==> src/rtl/data_mem_controller.sv <==
// data_mem_controller: in-order load/store responder queueing requests to a single-port SRAM.
// Define DATA_MEM_CONTROLLER_PERF_CNT_EN to add saturating perf_reads/perf_writes counters.
module data_mem_controller #(
    parameter int DEPTH  = 4,
    parameter int RAM_AW = 15
) (
    input  logic              clk,
    input  logic              async_rst_n,
    input  logic              clk_en,
    input  logic [14:0]       mem_address,
    input  logic [1:0]        mem_mask,
    input  logic [1:0]        mem_read_fnc_type,
    input  logic [15:0]       mem_data,
    input  logic [1:0]        mem_mode,
    input  logic              mem_enable,
    input  logic [3:0]        mem_wb_dest,
    input  logic              mem_input_ready,
    output logic [15:0]       mem_data_out,
    output logic [3:0]        mem_wb_dest_out,
    output logic              mem_read_ack,
    output logic              mem_available,
    output logic              mem_idle,
    output logic              ram_en,
    output logic              ram_we,
    output logic [1:0]        ram_be,
    output logic [RAM_AW-1:0] ram_addr,
    output logic [15:0]       ram_wdata,
    input  logic [15:0]       ram_rdata,
`ifdef DATA_MEM_CONTROLLER_PERF_CNT_EN
    output logic [15:0]       perf_reads,
    output logic [15:0]       perf_writes,
`endif
    output logic              fence_pulse,
    output logic [1:0]        fence_type_out
);

    localparam int PW = $clog2(DEPTH);
    localparam int CW = PW + 1;

    localparam logic [1:0] MODE_RD = 2'd0;
    localparam logic [1:0] MODE_WR = 2'd1;

    typedef struct packed {
        logic [1:0]  mode;
        logic [14:0] addr;
        logic [1:0]  mask;
        logic [1:0]  fnc;
        logic [15:0] data;
        logic [3:0]  tag;
    } req_t;

    typedef enum logic [1:0] {
        S_IDLE,
        S_RD_WAIT,
        S_RESP
    } state_t;

    req_t          queue_q [DEPTH];
    logic [PW-1:0] wr_ptr_q, wr_ptr_d;
    logic [PW-1:0] rd_ptr_q, rd_ptr_d;
    logic [CW-1:0] count_q, count_d;
    state_t        state_q, state_d;
    logic [1:0]    rd_mask_q, rd_mask_d;
    logic [1:0]    rd_fnc_q, rd_fnc_d;
    logic [15:0]   rsp_data_q, rsp_data_d;
    logic [3:0]    rsp_tag_q, rsp_tag_d;
    logic          rsp_ack_q, rsp_ack_d;

    req_t          head;
    req_t          req_in;
    logic          head_vld;
    logic          head_rd;
    logic          head_wr;
    logic          head_fn;
    logic          push;
    logic          issue;
    logic [7:0]    rd_byte;
    logic [15:0]   rd_fmt;

    always_comb begin
        head     = queue_q[rd_ptr_q];
        head_vld = (count_q != '0);
        head_rd  = (head.mode == MODE_RD);
        head_wr  = (head.mode == MODE_WR);
        head_fn  = head.mode[1];
        issue    = clk_en && head_vld && (state_q == S_IDLE);
        push     = clk_en && mem_enable && mem_available;
        req_in   = '{mode: mem_mode, addr: mem_address, mask: mem_mask,
                     fnc: mem_read_fnc_type, data: mem_data, tag: mem_wb_dest};
    end

    assign mem_available   = (count_q != CW'(DEPTH));
    assign mem_idle        = !head_vld && (state_q == S_IDLE);
    assign mem_read_ack    = rsp_ack_q;
    assign mem_data_out    = rsp_data_q;
    assign mem_wb_dest_out = rsp_tag_q;

    // Writes and fences retire in their issue cycle; only reads leave IDLE.
    assign ram_en         = issue && !head_fn;
    assign ram_we         = issue && head_wr;
    assign ram_be         = head.mask;
    assign ram_addr       = RAM_AW'(head.addr);
    assign ram_wdata      = head.data;
    assign fence_pulse    = issue && head_fn;
    assign fence_type_out = head.fnc;

    always_comb begin
        rd_byte = (rd_mask_q == 2'b10) ? ram_rdata[15:8] : ram_rdata[7:0];
        unique case (rd_fnc_q)
            2'b01:   rd_fmt = {8'h00, rd_byte};
            2'b10:   rd_fmt = {{8{rd_byte[7]}}, rd_byte};
            default: rd_fmt = ram_rdata;
        endcase
    end

    always_comb begin
        wr_ptr_d   = push  ? wr_ptr_q + PW'(1) : wr_ptr_q;
        rd_ptr_d   = issue ? rd_ptr_q + PW'(1) : rd_ptr_q;
        state_d    = state_q;
        rd_mask_d  = rd_mask_q;
        rd_fnc_d   = rd_fnc_q;
        rsp_data_d = rsp_data_q;
        rsp_tag_d  = rsp_tag_q;
        rsp_ack_d  = rsp_ack_q;
        unique case ({push, issue})
            2'b10:   count_d = count_q + CW'(1);
            2'b01:   count_d = count_q - CW'(1);
            default: count_d = count_q;
        endcase
        unique case (state_q)
            S_IDLE: begin
                if (issue && head_rd) begin
                    state_d   = S_RD_WAIT;
                    rd_mask_d = head.mask;
                    rd_fnc_d  = head.fnc;
                    rsp_tag_d = head.tag;
                end
            end
            S_RD_WAIT: begin
                if (clk_en) begin
                    rsp_data_d = rd_fmt;
                    rsp_ack_d  = 1'b1;
                    state_d    = S_RESP;
                end
            end
            S_RESP: begin
                if (clk_en && mem_input_ready) begin
                    rsp_ack_d = 1'b0;
                    state_d   = S_IDLE;
                end
            end
            default: state_d = S_IDLE;
        endcase
    end

    always_ff @(posedge clk or negedge async_rst_n) begin
        if (!async_rst_n) begin
            wr_ptr_q   <= '0;
            rd_ptr_q   <= '0;
            count_q    <= '0;
            state_q    <= S_IDLE;
            rd_mask_q  <= '0;
            rd_fnc_q   <= '0;
            rsp_data_q <= '0;
            rsp_tag_q  <= '0;
            rsp_ack_q  <= 1'b0;
        end else begin
            wr_ptr_q   <= wr_ptr_d;
            rd_ptr_q   <= rd_ptr_d;
            count_q    <= count_d;
            state_q    <= state_d;
            rd_mask_q  <= rd_mask_d;
            rd_fnc_q   <= rd_fnc_d;
            rsp_data_q <= rsp_data_d;
            rsp_tag_q  <= rsp_tag_d;
            rsp_ack_q  <= rsp_ack_d;
        end
    end

    always_ff @(posedge clk or negedge async_rst_n) begin
        if (!async_rst_n) begin
            for (int i = 0; i < DEPTH; i++) begin
                queue_q[i] <= '0;
            end
        end else if (push) begin
            queue_q[wr_ptr_q] <= req_in;
        end
    end

`ifdef DATA_MEM_CONTROLLER_PERF_CNT_EN
    logic [15:0] perf_reads_q, perf_reads_d;
    logic [15:0] perf_writes_q, perf_writes_d;

    always_comb begin
        perf_reads_d  = perf_reads_q;
        perf_writes_d = perf_writes_q;
        if (ram_en && !ram_we && (perf_reads_q != 16'hFFFF)) begin
            perf_reads_d = perf_reads_q + 16'd1;
        end
        if (ram_en && ram_we && (perf_writes_q != 16'hFFFF)) begin
            perf_writes_d = perf_writes_q + 16'd1;
        end
    end

    always_ff @(posedge clk or negedge async_rst_n) begin
        if (!async_rst_n) begin
            perf_reads_q  <= '0;
            perf_writes_q <= '0;
        end else begin
            perf_reads_q  <= perf_reads_d;
            perf_writes_q <= perf_writes_d;
        end
    end

    assign perf_reads  = perf_reads_q;
    assign perf_writes = perf_writes_q;
`endif

endmodule

==> config.mk <==
export PLATFORM = sky130hd
export DESIGN_NAME = data_mem_controller
export DESIGN_NICKNAME = d
export VERILOG_FILES = /design/src/rtl/data_mem_controller.sv
export SDC_FILE = /design/constraint.sdc
export NUM_CORES = 1
export LEC_CHECK = 0
export BUFFER_PORTS_ARGS = -buffer_cell sky130_fd_sc_hd__buf_2
export CELL_PAD_IN_SITES_DETAIL_PLACEMENT = 1
export CELL_PAD_IN_SITES_GLOBAL_PLACEMENT = 1
export CORE_ASPECT_RATIO = 0.9
export CORE_MARGIN = 1.5
export CORE_UTILIZATION = 48
export DETAILED_ROUTE_END_ITERATION = 8
export PLACE_DENSITY_LB_ADDON = 0.15
export SKIP_LAST_GASP = 1
export SYNTH_ARGS = -nofsm -noshare
export SYNTH_HDL_FRONTEND = slang
export SYNTH_SLANG_ARGS = --single-unit
==> constraint.sdc <==
create_clock -name clk -period 2.65 [get_ports clk]
set_input_delay 0.53 -clock clk [delete_from_list [all_inputs] [get_ports clk]]
set_output_delay 0.53 -clock clk [all_outputs]
set_load 0.01 [all_outputs]
==> metrics.md, run 1 <==
| Metric | Value |
|---|---|
| Status | finished clean |
| Commonest cells after routing, fill and taps aside | dfrtp_1, mux2_2, buf_2, mux4_2, nand2_1 |
| Most common cell after layout, fill and taps aside | dfrtp_1 |
| Die X | 147 µm |
| Post-synth EDFFs | 0 |
| Total CTS buffers | 17 |
| Worst Skew | 0.0147 ns |
| Core area | 0.0183 mm² |
| Vias in the first global route | 5737 |
| Clock sinks | 198 |
| Syn_area_per_cell | 15.3 µm² |
| GP Congestion | 0.740 |
| CP Launch Type | flop |
| Fin nets | 753 |
| # DRC | 0 |
| Die H | 132 µm |
| Maximum number of pins on one net before global-route repair | 62 |
| Worst skew pair latency | 0.43 ns |
| Clock tree buffer depth | 2 |
| Top_reg_cell synth | dfrtp_1 |
| Overflow left after global routing | 0 |
| Vias/cell | 5.34 |
| Initial antenna violation count | 1 |
| Yosys cell types | 32 |
| GRT Overall Usage | 21.2% |
| Cells after Synth | 584 |
| Clk Tree Root Cell | clkbuf_16 |
| PortBufs | 122 |
| WL/cell | 20.4 µm |
| Clock transition at path regs | 0.08 ns |
| RSZ-0062 raised after global routing | no |
| Routed via count | 5026 |
| Critical Path Sink Type | output pin |
| Maximum clock frequency | 0.396 GHz |
| Worst Max-Slew Pin Slew | 0.514 ns |
| Setup TNS | 0 ns |
| Boundary Pins | 123 |
| CTS tree | done |
| Fill count | 1750 |
| Post-route cell area | 0.0102 mm² |
| Maximum vdd drop | 618 µV |
| Busiest grt layer | met2 |
| #FFs+latches synth | 198 |
| Post-DP HPWL | 12700 µm |
| Post-Synthesis Cell Area | 0.00892 mm² |
| Rows | 47 |
| Syn Nets | 654 |
| Post_cts resized | 0 |
| Ys async rst share | 100% |
| CTS hold repair buffers | 0 |
| Final period util | 95.2% |
| M3 GR Usage | 4.12% |
| Antenna-violating nets left | 0 |
| Hold WC Path Type | in -> async |
| Hold Fails Final Rpt | 0 |
| Layout Area Growth over Synthesis | 14.7% |
| Die area | 0.0194 mm² |
| Max Fanout on Critical Path | 15 |
| Final WL | 19200 µm |
| M2 GR Usage | 36.6% |
| Seq/Total Area, Yosys | 55.5% |
| Share of cells above drive strength 1 | 56.5% |
| Initial Util | 48.8% |
| Minimum clock period | 2.52 ns |
| MaxCap Viol Count | 0 |
| Synth Warn # | 0 |
| Rel. slew slack | 65.4% |
| Initial DRC count | 122 |
| Htree depth | 4 |
| WS Path Type | reg -> out |
| Slew Viols, Final | 0 |
| P per Cell Area | 1300 mW/mm² |
| Final setup fails | 0 |
| Placed Area | 0.00965 mm² |
| Critical path required time | 2.12 ns |
| Post-CTS Setup Inserts | 0 |
| First-pass GRT wire length | 31500 µm |
| Grt met1 use | 27.4% |
| Crit path DAT | 1.99 ns |
| DRT Pass-1 Iters | 4 |
| P_leak | 4.66 nW |
-- logic make-up after synthesis --
| family | Yosys count | share of synthesized area (%) |
|---|---|---|
| compound gates | 25 | 1.61 |
| xor+xnor | 6 | 0.589 |
| fa+ha+maj | 8 | 1.21 |
| buf+inv | 73 | 5.01 |
| flops | 198 | 55.5 |
| mux | 221 | 33.3 |
| simple gates | 53 | 2.78 |
-- power by group --
| group | internal, mW | switching, mW | total [mW] |
|---|---|---|---|
| Sequential | 4.55 | 0.816 | 5.36 |
| Clock | 1.44 | 1.13 | 2.57 |
| Combinational | 3.02 | 2.34 | 5.36 |
| Total | 9.01 | 4.29 | 13.3 |
-- layer usage --
metal | wire length [µm] | vias to the layer above
met1 | 8300 | 2662
met3 | 569 | 11
met5 | 0 | -
li1 | - | 2272
met4 | 190 | 0
met2 | 10100 | 81
-- final timing paths --
path | depth (start not counted) | endpoint | slack [ns] | startpoint
worst max-delay path | 3 | ram_addr[6] | 0.13 | rd_ptr_q[0]$_DFFE_PN0P_
worst min-delay path | 1 | mem_data_out[12]$_DFFE_PN0P_ | 0.08 | async_rst_n
worst max register to register | 8 | count_q[2]$_DFFE_PN0P_ | 0.43 | state_q[1]$_DFFE_PN0P_
worst min register to register | 2 | mem_data_out[7]$_DFFE_PN0P_ | 0.48 | mem_data_out[7]$_DFFE_PN0P_
max in group asynchronous | 2 | queue_q[37]$_DFFE_PN0P_ | 1.69 | async_rst_n
min in group clk | 3 | mem_data_out[9]$_DFFE_PN0P_ | 0.37 | ram_rdata[9]
-- per-stage QoR --
stage                     cells  total power, mW  utilization, %  setup slack [ns]  hold WS (ns)
after floorplan             584             9.64               -             0.340         0.234
after global placement      909             10.5            52.8             0.217         0.461
after detailed placement    909             10.9            52.8             0.190         0.468
after CTS                   940             13.5            56.0            0.0814        0.0933
after global routing        941             14.1            56.0            0.0293        0.0976
final                       941             13.3            56.0             0.127        0.0821
-- synthesized netlist by cell type (3+ instances only) --
cell type  count  share of area (%)
buf_2         21                1.2
ha_1           7               0.98
mux2_2       166                 21
dfrtp_1      198                 56
mux4_2        38                9.6
clkbuf_1       5               0.21
mux2_4         5               0.84
xnor2_1        3               0.29
inv_1          9               0.38
nand2_1       28                1.2
o21ai_0       12               0.67
mux2i_1        9                1.0
mux4_1         3               0.88
buf_4         35                2.9
a31oi_1        8               0.56
xor2_1         3               0.29
nor2_1        13               0.55
-- flip-flops by register name (all words and copies together), names as in the netlist --
register,flops
queue_q,164
mem_data_out,16
mem_wb_dest_out,4
count_q,3
rd_fnc_q,2
rd_mask_q,2
rd_ptr_q,2
state_q,2
wr_ptr_q,2
mem_read_ack,1
-- worst max-delay path: stages, from the launching register on --
cell	delay, ns
dfrtp_4	0.48
buf_4	0.33
mux4_2	0.58
buf_2	0.16
-- cell type report --
type                    count  area (µm²)  area share (%)
repair buffers            144         822            8.03
inverters                   9        33.8           0.330
clock buffers              20         457            4.46
well taps                 245         307            2.99
multi-input cells         313        3530            34.5
diodes                      1        2.50          0.0244
flip-flops and latches    198        4960            48.5
clock inverters            11         124            1.21
No activity file was read; power rests on OpenSTA's default activity.
==> run 2, diff against run 1 <==
--- a/config.mk
+++ b/config.mk
@@ -12,7 +12,7 @@
 export CORE_MARGIN = 1.5
 export CORE_UTILIZATION = 48
 export DETAILED_ROUTE_END_ITERATION = 8
-export PLACE_DENSITY_LB_ADDON = 0.15
+export PLACE_DENSITY = 0.87
 export SKIP_LAST_GASP = 1
 export SYNTH_ARGS = -nofsm -noshare
 export SYNTH_HDL_FRONTEND = slang
==> run 2 against run 1 <==
Compared with the run above: via count is 2.5% higher; clock power is 2% higher; worst setup slack worse by 0.035 ns; count of clock-buffer cells in the layout stayed put; largest power group is now combinational cells.
==> metrics.md, run 2 (synthesis gave the netlist of run 1 again) <==
| Metric | Value |
|---|---|
| Initial DRC count | 179 |
| Antenna-violating nets left | 0 |
| Vias/cell | 5.46 |
| Vias in the first global route | 6069 |
| Hold WC Path Type | in -> async |
| Setup TNS | 0 ns |
| Layout Area Growth over Synthesis | 15.3% |
| Fin nets | 754 |
| Clock tree buffer depth | 2 |
| GP Congestion | 0.795 |
| Share of cells above drive strength 1 | 56.7% |
| P per Cell Area | 1310 mW/mm² |
| CTS hold repair buffers | 0 |
| First-pass GRT wire length | 34000 µm |
| Initial Util | 48.8% |
| Status | finished clean |
| Post-DP HPWL | 13800 µm |
| R2r startpoint | state_q[1]$_DFFE_PN0P_ |
| # DRC | 0 |
| Maximum clock frequency | 0.391 GHz |
| Commonest cells after routing, fill and taps aside | dfrtp_1, mux2_2, buf_2, mux4_2, nand2_1 |
| Die H | 132 µm |
| Hold Fails Final Rpt | 0 |
| Final setup fails | 0 |
| Final period util | 96.5% |
| Worst Max-Slew Pin Slew | 0.824 ns |
| Boundary Pins | 123 |
| Max reg flops | 164 |
| CTS tree | done |
| Maximum vdd drop | 702 µV |
| Clk Tree Root Cell | clkbuf_16 |
| RSZ-0062 raised after global routing | no |
| Clock transition at path regs | 0.07 ns |
| Post_cts resized | 0 |
| Hold_ws | 0.0896 ns |
| Max Fanout on Critical Path | 6 |
| Routed via count | 5152 |
| DRT Pass-1 Iters | 4 |
| Overflow left after global routing | 0 |
| Rel. slew slack | 44.6% |
| Worst skew pair latency | 0.43 ns |
| WL/cell | 21.7 µm |
| Final WL | 20500 µm |
| Largest Register | queue_q |
| Htree depth | 4 |
| Critical path required time | 2.12 ns |
| Clock sinks | 198 |
| CP startpoint | rd_ptr_q[0]$_DFFE_PN0P_ |
| Most common cell after layout, fill and taps aside | dfrtp_1 |
| P_leak | 4.67 nW |
| Die X | 147 µm |
| MaxCap Viol Count | 0 |
| Minimum clock period | 2.56 ns |
| Worst Skew | 0.00924 ns |
| PortBufs | 122 |
| Total CTS buffers | 17 |
| Maximum number of pins on one net before global-route repair | 70 |
| Critical Path Sink Type | output pin |
| Die area | 0.0194 mm² |
| WS Path Type | reg -> out |
| Rows | 47 |
| Initial antenna violation count | 2 |
| Core area | 0.0183 mm² |
| Crit path DAT | 2.03 ns |
| CP Launch Type | flop |
| Slew Viols, Final | 0 |
| GRT Overall Usage | 22.9% |
| Post-CTS Setup Inserts | 2 |
run 2: worst paths after layout:
check / end / slack [ns] / cells past startpoint
min: queue_q[131]$_DFFE_PN0P_ / 0.09 / 1
max: ram_we / 0.09 / 4
min in group clk: state_q[0]$_DFFE_PN0P_ / 0.36 / 2
max reg2reg: count_q[2]$_DFFE_PN0P_ / 0.34 / 8
min reg2reg: queue_q[85]$_DFFE_PN0P_ / 0.50 / 1
max in group asynchronous: queue_q[51]$_DFFE_PN0P_ / 1.73 / 2
run 2: layout make-up:
class,count,area (µm²)
fillers,1762,8000
inverters,9,33.8
clock buffers,20,457
well taps,245,307
flip-flops and latches,198,4960
repair buffers,145,855
diodes,1,2.50
clock inverters,12,141
multi-input cells,313,3530
run 2: where the power goes:
part	leakage (nW)	internal, mW	switching (mW)
Combinational	2.00	3.06	2.44
Sequential	2.39	4.55	0.868
Clock	0.282	1.46	1.15
Total	4.67	9.06	4.46
run 2: worst max-delay path, stage by stage, from the launching register on:
cell     delay, ns
dfrtp_4       0.49
mux4_2        0.58
nor3_1        0.23
and2_1        0.17
buf_2         0.12
run 2: stage by stage:
step | util, % | area (µm²) | instances | setup slack, ns | power [mW]
2_1_floorplan | - | 8920 | 584 | 0.340 | 9.64
3_5_place_dp | 52.9 | 9670 | 908 | 0.146 | 11.0
3_3_place_gp | 52.9 | 9670 | 908 | 0.221 | 10.4
4_1_cts | 56.2 | 10300 | 942 | 0.0595 | 13.7
6_report | 56.2 | 10300 | 943 | 0.0918 | 13.5
5_1_grt | 56.2 | 10300 | 942 | 0.00616 | 14.4
run 2: layer usage:
metal	vias up	track usage [%]	routed length, µm	share of wire, %
met1	2754	28.1	8450	41
met5	-	0	0	0
met3	20	5.22	859	4.2
met4	0	6.23	268	1.3
met2	107	40.8	10900	53
li1	2271	-	-	-
